--- config.mk ---
export PLATFORM = sky130hd
export DESIGN_NAME = mem_access_unit_flat
export DESIGN_NICKNAME = d
export VERILOG_FILES = /design/src/rtl/mem_access_unit_if.sv /design/src/rtl/mem_access_unit.sv /design/src/flat_wrapper.sv
export SDC_FILE = /design/constraint.sdc
export NUM_CORES = 1
export LEC_CHECK = 0
export ABC_AREA = 1
export CAP_MARGIN = 20
export CORE_ASPECT_RATIO = 0.75
export CORE_UTILIZATION = 44
export DETAILED_ROUTE_END_ITERATION = 10
export PLACE_DENSITY = 0.81
export SYNTH_ARGS = -nofsm -noshare
export SYNTH_HDL_FRONTEND = slang
export SYNTH_SLANG_ARGS = --single-unit
--- constraint.sdc ---
create_clock -name clk -period 4.3 [get_ports clk]
set_input_delay 0.86 -clock clk [delete_from_list [all_inputs] [get_ports clk]]
set_output_delay 0.86 -clock clk [all_outputs]
set_load 0.05 [all_outputs]
--- src/rtl/mem_access_unit_if.sv ---
// Request/response and Wishbone-classic signal bundle for mem_access_unit.
// Ports: pipeline request (req_valid, MemRead, MemWrite, MemSize, addr, wdata),
//        status (busy, done, err, rdata), Wishbone master (wb_*_o / wb_*_i).
// Modport master: the access unit itself; modport slave: the pipeline plus the bus.
interface mem_access_unit_if;
  // pipeline request side
  logic        req_valid;
  logic        MemRead;
  logic        MemWrite;
  logic        MemSize;
  logic [31:0] addr;
  logic [31:0] wdata;
  // pipeline response side
  logic        busy;
  logic        done;
  logic        err;
  logic [31:0] rdata;
  // Wishbone classic master
  logic        wb_cyc_o;
  logic        wb_stb_o;
  logic        wb_we_o;
  logic [31:0] wb_adr_o;
  logic [31:0] wb_dat_o;
  logic [3:0]  wb_sel_o;
  logic [31:0] wb_dat_i;
  logic        wb_ack_i;

  modport master (
    input  req_valid, MemRead, MemWrite, MemSize, addr, wdata,
    output busy, done, err, rdata,
    output wb_cyc_o, wb_stb_o, wb_we_o, wb_adr_o, wb_dat_o, wb_sel_o,
    input  wb_dat_i, wb_ack_i
  );

  modport slave (
    output req_valid, MemRead, MemWrite, MemSize, addr, wdata,
    input  busy, done, err, rdata,
    input  wb_cyc_o, wb_stb_o, wb_we_o, wb_adr_o, wb_dat_o, wb_sel_o,
    output wb_dat_i, wb_ack_i
  );
endinterface

--- src/rtl/mem_access_unit.sv ---
// Data-memory access unit: one Wishbone-classic transaction per load/store request.
// Latency: request edge -> cyc next cycle; done one cycle after the ack edge (min 2).
// Backpressure: busy holds the pipeline; requests are sampled only while idle.
// Ports: clk, reset (async, active-high), bus (mem_access_unit_if.master).
module mem_access_unit #(
  parameter int TIMEOUT = 255
) (
  input  logic                   clk,
  input  logic                   reset,
  mem_access_unit_if.master      bus
);

  typedef enum logic [1:0] {S_IDLE, S_BUS, S_RESP} state_t;

  localparam logic [9:0] TERM_CNT = 10'(TIMEOUT - 1);

  state_t      r_state;
  state_t      w_next_state;

  logic [9:0]  r_cnt;
  logic        r_err;
  logic        r_word;      // 1 = word access in flight, 0 = byte access
  logic [1:0]  r_lane;      // byte lane of a byte access
  logic        r_we;
  logic [3:0]  r_sel;
  logic [31:0] r_adr;
  logic [31:0] r_dat;
  logic [31:0] r_rdata;

  logic        w_one_op;
  logic        w_both_op;
  logic        w_misaligned;
  logic        w_accept;
  logic        w_reject;
  logic        w_ack_hit;
  logic        w_timeout;
  logic [7:0]  w_lane_byte;

  // Request decode, only meaningful in IDLE.
  assign w_one_op     = bus.MemRead ^ bus.MemWrite;
  assign w_both_op    = bus.MemRead & bus.MemWrite;
  assign w_misaligned = bus.MemSize & (bus.addr[1:0] != 2'b00);
  assign w_lane_byte  = bus.wb_dat_i[8*r_lane +: 8];

  always_ff @(posedge clk or posedge reset) begin
    if (reset) begin
      r_state <= S_IDLE;
    end else begin
      r_state <= w_next_state;
    end
  end

  always_comb begin
    w_next_state = r_state;
    w_accept     = 1'b0;
    w_reject     = 1'b0;
    w_ack_hit    = 1'b0;
    w_timeout    = 1'b0;
    case (r_state)
      S_IDLE: begin
        if (bus.req_valid) begin
          // A request with neither op set is not a memory access at all.
          if (w_both_op || (w_one_op && w_misaligned)) begin
            w_reject     = 1'b1;
            w_next_state = S_RESP;
          end else if (w_one_op) begin
            w_accept     = 1'b1;
            w_next_state = S_BUS;
          end
        end
      end
      S_BUS: begin
        // Ack takes priority over the terminal count in the same cycle.
        if (bus.wb_ack_i) begin
          w_ack_hit    = 1'b1;
          w_next_state = S_RESP;
        end else if (r_cnt == TERM_CNT) begin
          w_timeout    = 1'b1;
          w_next_state = S_RESP;
        end
      end
      S_RESP: begin
        w_next_state = S_IDLE;
      end
      default: begin
        w_next_state = S_IDLE;
      end
    endcase
  end

  always_ff @(posedge clk or posedge reset) begin
    if (reset) begin
      r_cnt   <= '0;
      r_err   <= 1'b0;
      r_word  <= 1'b0;
      r_lane  <= 2'b00;
      r_we    <= 1'b0;
      r_sel   <= 4'b0000;
      r_adr   <= '0;
      r_dat   <= '0;
      r_rdata <= '0;
    end else begin
      // Counter is zero on every BUS entry and counts ack-less BUS cycles.
      if (r_state == S_BUS && !bus.wb_ack_i) begin
        r_cnt <= r_cnt + 10'd1;
      end else begin
        r_cnt <= '0;
      end

      if (w_accept) begin
        r_err  <= 1'b0;
        r_word <= bus.MemSize;
        r_lane <= bus.addr[1:0];
        r_we   <= bus.MemWrite;
        r_adr  <= {bus.addr[31:2], 2'b00};
        if (bus.MemSize) begin
          r_sel <= 4'b1111;
          r_dat <= bus.wdata;
        end else begin
          r_sel <= 4'b0001 << bus.addr[1:0];
          r_dat <= {4{bus.wdata[7:0]}};
        end
      end

      if (w_reject || w_timeout) begin
        r_err <= 1'b1;
      end

      // Stores leave rdata untouched; loads capture on ack.
      if (w_ack_hit && !r_we) begin
        if (r_word) begin
          r_rdata <= bus.wb_dat_i;
        end else begin
          r_rdata <= {{24{w_lane_byte[7]}}, w_lane_byte};
        end
      end
    end
  end

  assign bus.busy     = (r_state != S_IDLE);
  assign bus.done     = (r_state == S_RESP);
  assign bus.err      = (r_state == S_RESP) & r_err;
  assign bus.rdata    = r_rdata;
  assign bus.wb_cyc_o = (r_state == S_BUS);
  assign bus.wb_stb_o = (r_state == S_BUS);
  assign bus.wb_we_o  = r_we;
  assign bus.wb_adr_o = r_adr;
  assign bus.wb_dat_o = r_dat;
  assign bus.wb_sel_o = r_sel;

endmodule

--- src/flat_wrapper.sv ---
// flat-port wrapper written by rule: the top's interface ports become plain ports
module mem_access_unit_flat 
#(
  parameter int TIMEOUT = 255
)
  (clk, reset, bus_req_valid, bus_MemRead, bus_MemWrite, bus_MemSize, bus_addr, bus_wdata, bus_busy, bus_done, bus_err, bus_rdata, bus_wb_cyc_o, bus_wb_stb_o, bus_wb_we_o, bus_wb_adr_o, bus_wb_dat_o, bus_wb_sel_o, bus_wb_dat_i, bus_wb_ack_i);
  mem_access_unit_if bus_i ();
  input  logic clk;
  input  logic reset;
  input wire logic [$bits(bus_i.req_valid)-1:0] bus_req_valid;
  input wire logic [$bits(bus_i.MemRead)-1:0] bus_MemRead;
  input wire logic [$bits(bus_i.MemWrite)-1:0] bus_MemWrite;
  input wire logic [$bits(bus_i.MemSize)-1:0] bus_MemSize;
  input wire logic [$bits(bus_i.addr)-1:0] bus_addr;
  input wire logic [$bits(bus_i.wdata)-1:0] bus_wdata;
  output wire logic [$bits(bus_i.busy)-1:0] bus_busy;
  output wire logic [$bits(bus_i.done)-1:0] bus_done;
  output wire logic [$bits(bus_i.err)-1:0] bus_err;
  output wire logic [$bits(bus_i.rdata)-1:0] bus_rdata;
  output wire logic [$bits(bus_i.wb_cyc_o)-1:0] bus_wb_cyc_o;
  output wire logic [$bits(bus_i.wb_stb_o)-1:0] bus_wb_stb_o;
  output wire logic [$bits(bus_i.wb_we_o)-1:0] bus_wb_we_o;
  output wire logic [$bits(bus_i.wb_adr_o)-1:0] bus_wb_adr_o;
  output wire logic [$bits(bus_i.wb_dat_o)-1:0] bus_wb_dat_o;
  output wire logic [$bits(bus_i.wb_sel_o)-1:0] bus_wb_sel_o;
  input wire logic [$bits(bus_i.wb_dat_i)-1:0] bus_wb_dat_i;
  input wire logic [$bits(bus_i.wb_ack_i)-1:0] bus_wb_ack_i;
  assign bus_i.req_valid = bus_req_valid;
  assign bus_i.MemRead = bus_MemRead;
  assign bus_i.MemWrite = bus_MemWrite;
  assign bus_i.MemSize = bus_MemSize;
  assign bus_i.addr = bus_addr;
  assign bus_i.wdata = bus_wdata;
  assign bus_busy = bus_i.busy;
  assign bus_done = bus_i.done;
  assign bus_err = bus_i.err;
  assign bus_rdata = bus_i.rdata;
  assign bus_wb_cyc_o = bus_i.wb_cyc_o;
  assign bus_wb_stb_o = bus_i.wb_stb_o;
  assign bus_wb_we_o = bus_i.wb_we_o;
  assign bus_wb_adr_o = bus_i.wb_adr_o;
  assign bus_wb_dat_o = bus_i.wb_dat_o;
  assign bus_wb_sel_o = bus_i.wb_sel_o;
  assign bus_i.wb_dat_i = bus_wb_dat_i;
  assign bus_i.wb_ack_i = bus_wb_ack_i;
  mem_access_unit #(.TIMEOUT(TIMEOUT)) u_core (.clk(clk), .reset(reset), .bus(bus_i));
endmodule
; ---- Word level (Yosys, flattened, before mapping)
; Index checks and enable logic that the tools add are counted.
[totals]
reg_bits = 115
out_inout_bits = 106
[op_classes]
eq_ne = 6
n_reduce_logical = 12
shift = 2
bitwise = 4
addsub = 1
mux = 24
[ops]
columns = cell, n
row1 = 32-bit 2-to-1 mux, 2
row2 = 32-bit by 6-bit indexed part select with 8-bit output, 1
row3 = 1-bit 2-to-1 mux, 14
row4 = 10-bit by 1-bit adder with 10-bit output (second input constant), 1
row5 = 10-bit by 8-bit == test with 1-bit output (second input constant), 1
row6 = 10-bit 2-to-1 mux, 1
row7 = 2-bit 2-to-1 mux, 5
row8 = 3-bit by 1-bit != test with 1-bit output (second input constant), 2
row9 = 2-bit nonzero test, 3
row10 = 4-bit 2-to-1 mux, 1
row11 = 2-bit case mux with 2 select lines, 1
row12 = 1-bit by 2-bit << shifter with 4-bit output (first input constant), 1
row13 = 1-bit AND, 3
row14 = 1-bit logical AND, 3
row15 = 3-bit AND reduction, 1
row16 = 2-bit by 1-bit == test with 1-bit output (second input constant), 1
row17 = 2-bit == test (second input constant), 1
row18 = 1-bit logical NOT, 2
row19 = 2-bit logical NOT, 1
row20 = 1-bit logical OR, 2
row21 = 2-bit != test (second input constant), 1
row22 = 1-bit XOR, 1

; ---- Logic depth before layout (Yosys ltp)
; Gate-level depths: netlist (run 1).
[depth]
depth_word = 9
depth_mapped = 9

; ---- Worst setup path before layout (run 1)
; Ideal clock, no wire load.
[synth_timing]
path_kind = input to register
from = input bus_MemWrite
to = register u_core.r_adr[10], in the netlist u_core.bus.wb_adr_o[10]
setup_ns = 0.131
arrival_time_ns = 1.876
path_stages = 9
required_time_ns = 4.169
setup_slack_ns = 2.293
cell_sequence = ha_1 nand2_1 inv_1 nand2_1 nand4_4 buf_6 buf_6 nand2_1 o21ai_0
[synth_via]
elab_chain_len = 6
word_cells_on_any_way = 8
cone_classes = mux (4) / bitwise (2) / reduce/logical (2)
[synth_lines]
columns = item, line_no
row1 = from (decl), flat_wrapper.sv:12  ; input wire logic [$bits(bus_i.MemWrite)-1:0] bus_MemWrite;
row2 = 1-bit XOR, mem_access_unit.sv:40  ; assign w_one_op = bus.MemRead ^ bus.MemWrite;
row3 = 1-bit logical AND, mem_access_unit.sv:63  ; if (w_both_op || (w_one_op && w_misaligned)) begin
row4 = 1-bit logical OR, mem_access_unit.sv:63
row5 = 1-bit 2-to-1 mux (*), mem_access_unit.sv:63
row6 = 1-bit 2-to-1 mux (*), mem_access_unit.sv:61  ; if (bus.req_valid) begin
row7 = 1-bit 2-to-1 mux (*), mem_access_unit.sv:59  ; case (r_state)
row8 = to (signal assigned), mem_access_unit.sv:115  ; r_adr <= {bus.addr[31:2], 2'b00};
row9 = to (decl), mem_access_unit.sv:26  ; logic [31:0] r_adr;
; Every way passes the cells marked *; elsewhere a longest branch is shown, timed or not.
; A chain may end at the register's enable or synchronous reset.

; ---- Worst setup path after layout (run 1)
[layout_timing]
from = register u_core.r_state[0]
to = output bus_err
[layout_via]
elab_chain_len = 2
[layout_lines]
columns = item, line_no
row1 = from (decl), mem_access_unit.sv:17  ; state_t r_state;
row2 = from (signal assigned), mem_access_unit.sv:49  ; r_state <= w_next_state;
row3 = 2-bit == test, mem_access_unit.sv:142  ; assign bus.err = (r_state == S_RESP) & r_err;
row4 = 1-bit AND, mem_access_unit.sv:142
row5 = to (decl), flat_wrapper.sv:18  ; output wire logic [$bits(bus_i.err)-1:0] bus_err;
; Every way passes these cells.

==> results of run 1 <==
layout by cell type, fill, tap and decap left out, drive strengths merged:
master,count
bufinv,5
clkdlybuf4s50,206
o21bai,1
o21ai,75
dfrtp,115
inv,75
nand4,10
clkbuf,20
xor2,1
clkinv,2
ha,3
and3,1
nor2,68
clkinvlp,4
nand2,146
nand3,8
buf,3
a21oi,82
conb,2
registers in the layout, summed over array words and instances (netlist names):
register,cells
u_core.r_cnt,10
u_core.r_err,1
u_core.bus.wb_we_o,1
u_core.bus.wb_sel_o,4
u_core.bus.wb_dat_o,32
u_core.bus.wb_adr_o,30
u_core.r_state,2
u_core.r_word,1
u_core.bus.rdata,32
u_core.r_lane,2
synthesized netlist by cell type:
master,number
inv_1,70
xor2_1,1
nand4_1,9
inv_2,3
o21ai_0,72
buf_4,4
buf_6,13
ha_1,3
nand4_4,1
nand2_1,143
nor2_4,1
clkbuf_1,10
dfrtp_1,115
buf_2,7
o21ai_1,3
nor2_1,67
nand2_4,1
a21oi_4,1
a21oi_1,81
nand2_2,2
nand3_1,8
inv_4,1
and3_1,1
o21bai_1,1
conb_1,1
cells by family after synthesis:
kind of cell | synth area share [%]
adders and majority gates | 0.721
xor gates and xnor gates | 0.168
buffers and inverters | 10.2
and+or+nand+nor | 18.2
DFF | 55.2
AOI/OAI and AO/OA | 15.4
other | 0.0720
how the worst max path moves through the flow:
stage                      start                      end  slack, ps  depth (start not counted)
2_1_floorplan              reset      u_core.bus.rdata[0]        400                          1
3_3_place_gp         bus_MemSize  u_core.bus.wb_dat_o[19]       1480                          8
3_5_place_dp         bus_MemSize  u_core.bus.wb_dat_o[18]       1350                          8
4_1_cts        u_core.r_state[0]                  bus_err       1500                          3
5_1_grt        u_core.r_state[1]             bus_wb_cyc_o       1440                          4
6_report       u_core.r_state[0]                  bus_err       1500                          3
layout make-up:
| type | count | area share [%] |
|---|---|---|
| flip-flops and latches | 115 | 36.3 |
| well taps | 162 | 2.55 |
| clock inverters | 12 | 2.55 |
| clock buffers | 20 | 5.75 |
| inverters | 74 | 3.56 |
| multi-input cells | 397 | 22.7 |
| repair buffers | 209 | 26.6 |
worst min-delay path, cell delays in order, from the launching register on:
cell	delay, ps
dfrtp_1	340
nand2_1	50
o21ai_0	60
power by group through the flow:
stage          combinational, µW  sequential, µW  clock [µW]
2_1_floorplan                772            3370           0
3_3_place_gp                3420            1860           0
3_5_place_dp                3480            1870           0
4_1_cts                     3490            1880        1580
5_1_grt                     3670            1940        1640
6_report                    3480            1880        1560
through the flow:
stage,setup slack (ps),utilization [%]
final,1500,68.6
after global routing,1440,68.6
after CTS,1500,68.6
after detailed placement,1350,62.9
after global placement,1480,62.9
after floorplan,396,-
metal layers:
layer  part of all wire (%)  wire (µm)
met1                     42       6220
met2                     47       6960
met3                    9.3       1370
met4                    1.2        172
met5                      0          0
==> qor.csv, run 1 <==
metric,value,unit
worstPathCellList,"inv_1, and3_1, clkdlybuf4s50_1",
design_area,7940,µm²
post_cts_resized,0,
antenna_found_initial,0,
start_util,45.0,%
synth.avg_cell_area,8.41,µm²
synthTopCellsByArea,"dfrtp_1 (55%), nand2_1 (10%), a21oi_1 (7.8%)",
diodes,0,
min-delay-start,u_core.bus.wb_dat_o[28],
drv_cap,0,
cts.hold.buffers_added,0,
grt.busiest_layer,met2,
die_y,96.2,µm
dp_hpwl,10100,µm
holdCritPathClass,reg2reg,
ctsHtreeMaxLevel,4,
worstSetupEndpointType,primary output,
hold_depth,2,
die_x,128,µm
critPathRequiredTime,3440,ps
overflow,0,
crit_fanout,5,
p_int,3710,µW
hold_slack,480,ps
reg2reg_depth,7,
power_density,872,nW/µm²
synthCells,619,
cts-root-buf,clkbuf_16,
net-switching-power,3210,µW
max-vdd-ir-drop,452,µV
placed_area,7280,µm²
ys_warn_count,0,
multiInputGateArea,1810,µm²
reg2reg_from,u_core.r_state[1],
finalPower,6920,µW
drt_wl_total,14700,µm
ios,209,
timing.final.crit_period,2800,ps
crit_slowest_cell,clkdlybuf4s50_1,
drive_gt1_share,5.44,%
met3_usage,8.67,%
clock-sinks,115,
grt_max_degree,118,
die_area,12300,µm²
seqPwrFrac,27.2,%
core-area,11600,µm²
ant_nets,0,
run_status,"complete, no violations",
fill_cells,898,
grt_pass1_wl,22900,µm
drt_iter0_drc,399,
swShare,46.4,%
place.gp.congestion,0.863,
nNetsFinal,920,
r2r-end,u_core.bus.rdata[28],
use_met1,29.8,%
skew,10.5,ps
share_comb_of_total_power,50.3,%
wl_per_cell,14.9,µm
path_class,reg2out,
max_freq,0.357,GHz
area_growth_syn_to_layout,52.4,%
drcViolationCount,0,
dr_total_vias,4901,
grt_pass1_vias,4624,
port-buffer-count,206,
post-cts-setup-buffers,0,
setup_viol,0,
cts_made_buffers,17,
worstMarginPinSlew,960,ps
yosysTopAreaCellShare,55.2,%
p_leak,0.00370,µW
viasPerCell,4.96,
hold_viol,0,
firstDrtPassIters,5,
rows,34,
grt_use_met2,41.0,%
hold_end,u_core.bus.wb_dat_o[28],
seqCellArea,2880,µm²
synthDistinctLibCells,25,
drv_slew,0,
yosysSeqAreaShare,55.2,%
crit_family,buffers and inverters,
period_share,65.1,%
dp_cells,957,
reg2reg_slack,2230,ps
cts_tree,yes,
clkLatencyLatePin,410,ps
grtUsageTotal,24.5,%
ys_ff_latch,115,
cts_buffer_depth,2,
setup_tns,0,ps
crit_buf_inv,2,
yosysTopAreaCell,dfrtp_1,
clock_power_share,22.5,%
crit_arrival,1940,ps
clk_pin_slew,60,ps
relSlewSlack,36.0,%
synthesis.area,5210,µm²
startpoint_type,register,
final_cells,989,
slowest_delay,800,ps
grt_setup_unrepaired,no,
No activity file was read; power rests on OpenSTA's default activity.
==> inputs of run 2 (changes only) <==
clock period = 2.75 ns   (was 4.3 ns; I/O delays follow)
==> run 2 against run 1 <==
  * Utilization down 0.38 points
  * Combinational power grew 57%
  * Via count shrank 1.1%
  * Critical path type unchanged
  * Sequential share of layout area up 0.20 points
==> qor.csv, run 2 (same netlist as run 1, synthesis figures left out) <==
metric,value,unit,change
run_status,"complete, no violations",,unchanged
post-cts-setup-buffers,0,,unchanged
antenna_found_initial,0,,unchanged
die_y,96.2,µm,unchanged
startpoint_type,register,,unchanged
dp_cells,962,,was 957
firstDrtPassIters,5,,unchanged
setup_tns,0,ps,unchanged
nNetsFinal,925,,was 920
period_share,91.2,%,
grtUsageTotal,24.4,%,was 24.5%
area_growth_syn_to_layout,51.5,%,was 52.4%
relSlewSlack,44.9,%,was 36.0%
setup_viol,0,,unchanged
clk_pin_slew,60,ps,about the same
wl_per_cell,15.0,µm,was 14.9 µm
skew,11.0,ps,was 10.5 ps
clkLatencyLatePin,400,ps,was 410 ps
path_class,reg2out,,unchanged
timing.final.crit_period,2510,ps,
final_cells,993,,was 989
drt_wl_total,14900,µm,was 14700 µm
post_cts_resized,0,,unchanged
critPathRequiredTime,2200,ps,was 3440 ps
crit_arrival,1960,ps,was 1940 ps
cts-root-buf,clkbuf_16,,unchanged
grt_pass1_wl,23100,µm,was 22900 µm
reg2reg_from,u_core.r_state[0],,was u_core.r_state[1]
cts_made_buffers,17,,unchanged
ant_nets,0,,unchanged
worstSetupEndpointType,primary output,,unchanged
die_area,12300,µm²,unchanged
finalPower,10600,µW,was 6920 µW
drcViolationCount,0,,unchanged
port-buffer-count,206,,unchanged
die_x,128,µm,unchanged
cts.hold.buffers_added,0,,unchanged
place.gp.congestion,0.850,,was 0.863
crit_fanout,5,,unchanged
ios,209,,unchanged
grt_max_degree,105,,was 118
viasPerCell,4.88,,was 4.96
hold_viol,0,,unchanged
mostFrequentLayoutCell,clkdlybuf4s50_1,,unchanged
dr_total_vias,4849,,was 4901
final_cell_mix,"clkdlybuf4s50_1 (206), nand2_1 (143), dfrtp_1 (115)",,unchanged
worstMarginPinSlew,827,ps,was 960 ps
dp_hpwl,10600,µm,was 10100 µm
overflow,0,,unchanged
core-area,11600,µm²,unchanged
drt_iter0_drc,312,,was 399
drv_cap,0,,unchanged
holdCritPathClass,in2async,,was reg2reg
drv_slew,0,,unchanged
max-vdd-ir-drop,807,µV,was 452 µV
drive_gt1_share,5.90,%,was 5.44%
ctsHtreeMaxLevel,4,,unchanged
rows,34,,unchanged
power_density,1350,nW/µm²,was 872 nW/µm²
grt_pass1_vias,4631,,was 4624
cts_buffer_depth,2,,unchanged
diodes,0,,unchanged
crit_start,u_core.r_state[0],,unchanged
clock-sinks,115,,unchanged
grt_setup_unrepaired,no,,unchanged
max_freq,0.399,GHz,
p_leak,0.00369,µW,was 0.00370 µW
cts_tree,yes,,unchanged
start_util,45.0,%,unchanged
run 2: changes by cell type in the layout (fill, tap and decap cells not counted):
| cell | delta |
|---|---|
| buf_4 | +7 |
| clkinv_2 | +4 |
| buf_12 | -2 |
| bufinv_16 | -2 |
| clkinvlp_4 | -2 |
| clkbuf_8 | +1 |
| inv_4 | -1 |
| inv_6 | -1 |
run 2: critical path, cell delays in order, from the launching register on:
cell             delay [ps]
dfrtp_1                 450
inv_1                   120
and3_1                  180
clkdlybuf4s50_1         800
run 2: metal layers:
layer / track usage, % / wire [µm]
met5: 0 / 0
met4: 7.16 / 221
met3: 9.62 / 1340
met2: 40.4 / 7070
met1: 29.9 / 6320
run 2: path summary, 6_finish.rpt:
check	end	slack [ps]	cells after the start
worst max-delay path	bus_err	240	3
worst min-delay path	u_core.bus.wb_adr_o[21]	430	2
worst max register to register	u_core.bus.wb_adr_o[24]	1030	4
worst min register to register	u_core.bus.rdata[2]	480	2
max in group asynchronous	u_core.bus.wb_dat_o[16]	1480	3
min in group clk	u_core.bus.rdata[2]	480	2
run 2: area by class of cell:
class                           count  area (µm²)
Multi-Input combinational cell    397        1810
Sequential cell                   115        2880
Timing Repair Buffer              214        2120
Fill cell                         935        3680
Tap cell                          162         203
Inverter                           74         284
Clock buffer                       21         470
Clock inverter                     10         131
run 2: power by group:
part | total (µW) | switching, µW | internal, µW
Sequential | 2930 | 503 | 2420
Clock | 2240 | 757 | 1480
Combinational | 5480 | 3750 | 1730
run 2: through the flow:
| stage | hold slack (ps) | util, % | setup WS, ps | instance area, µm² |
|---|---|---|---|---|
| 2_1_floorplan | 445 | - | 801 | 5220 |
| 3_3_place_gp | 460 | 63.0 | 211 | 7290 |
| 3_5_place_dp | 467 | 63.0 | 76.4 | 7290 |
| 4_1_cts | 418 | 68.2 | 225 | 7890 |
| 5_1_grt | 419 | 68.2 | 196 | 7890 |
| 6_report | 427 | 68.2 | 242 | 7890 |
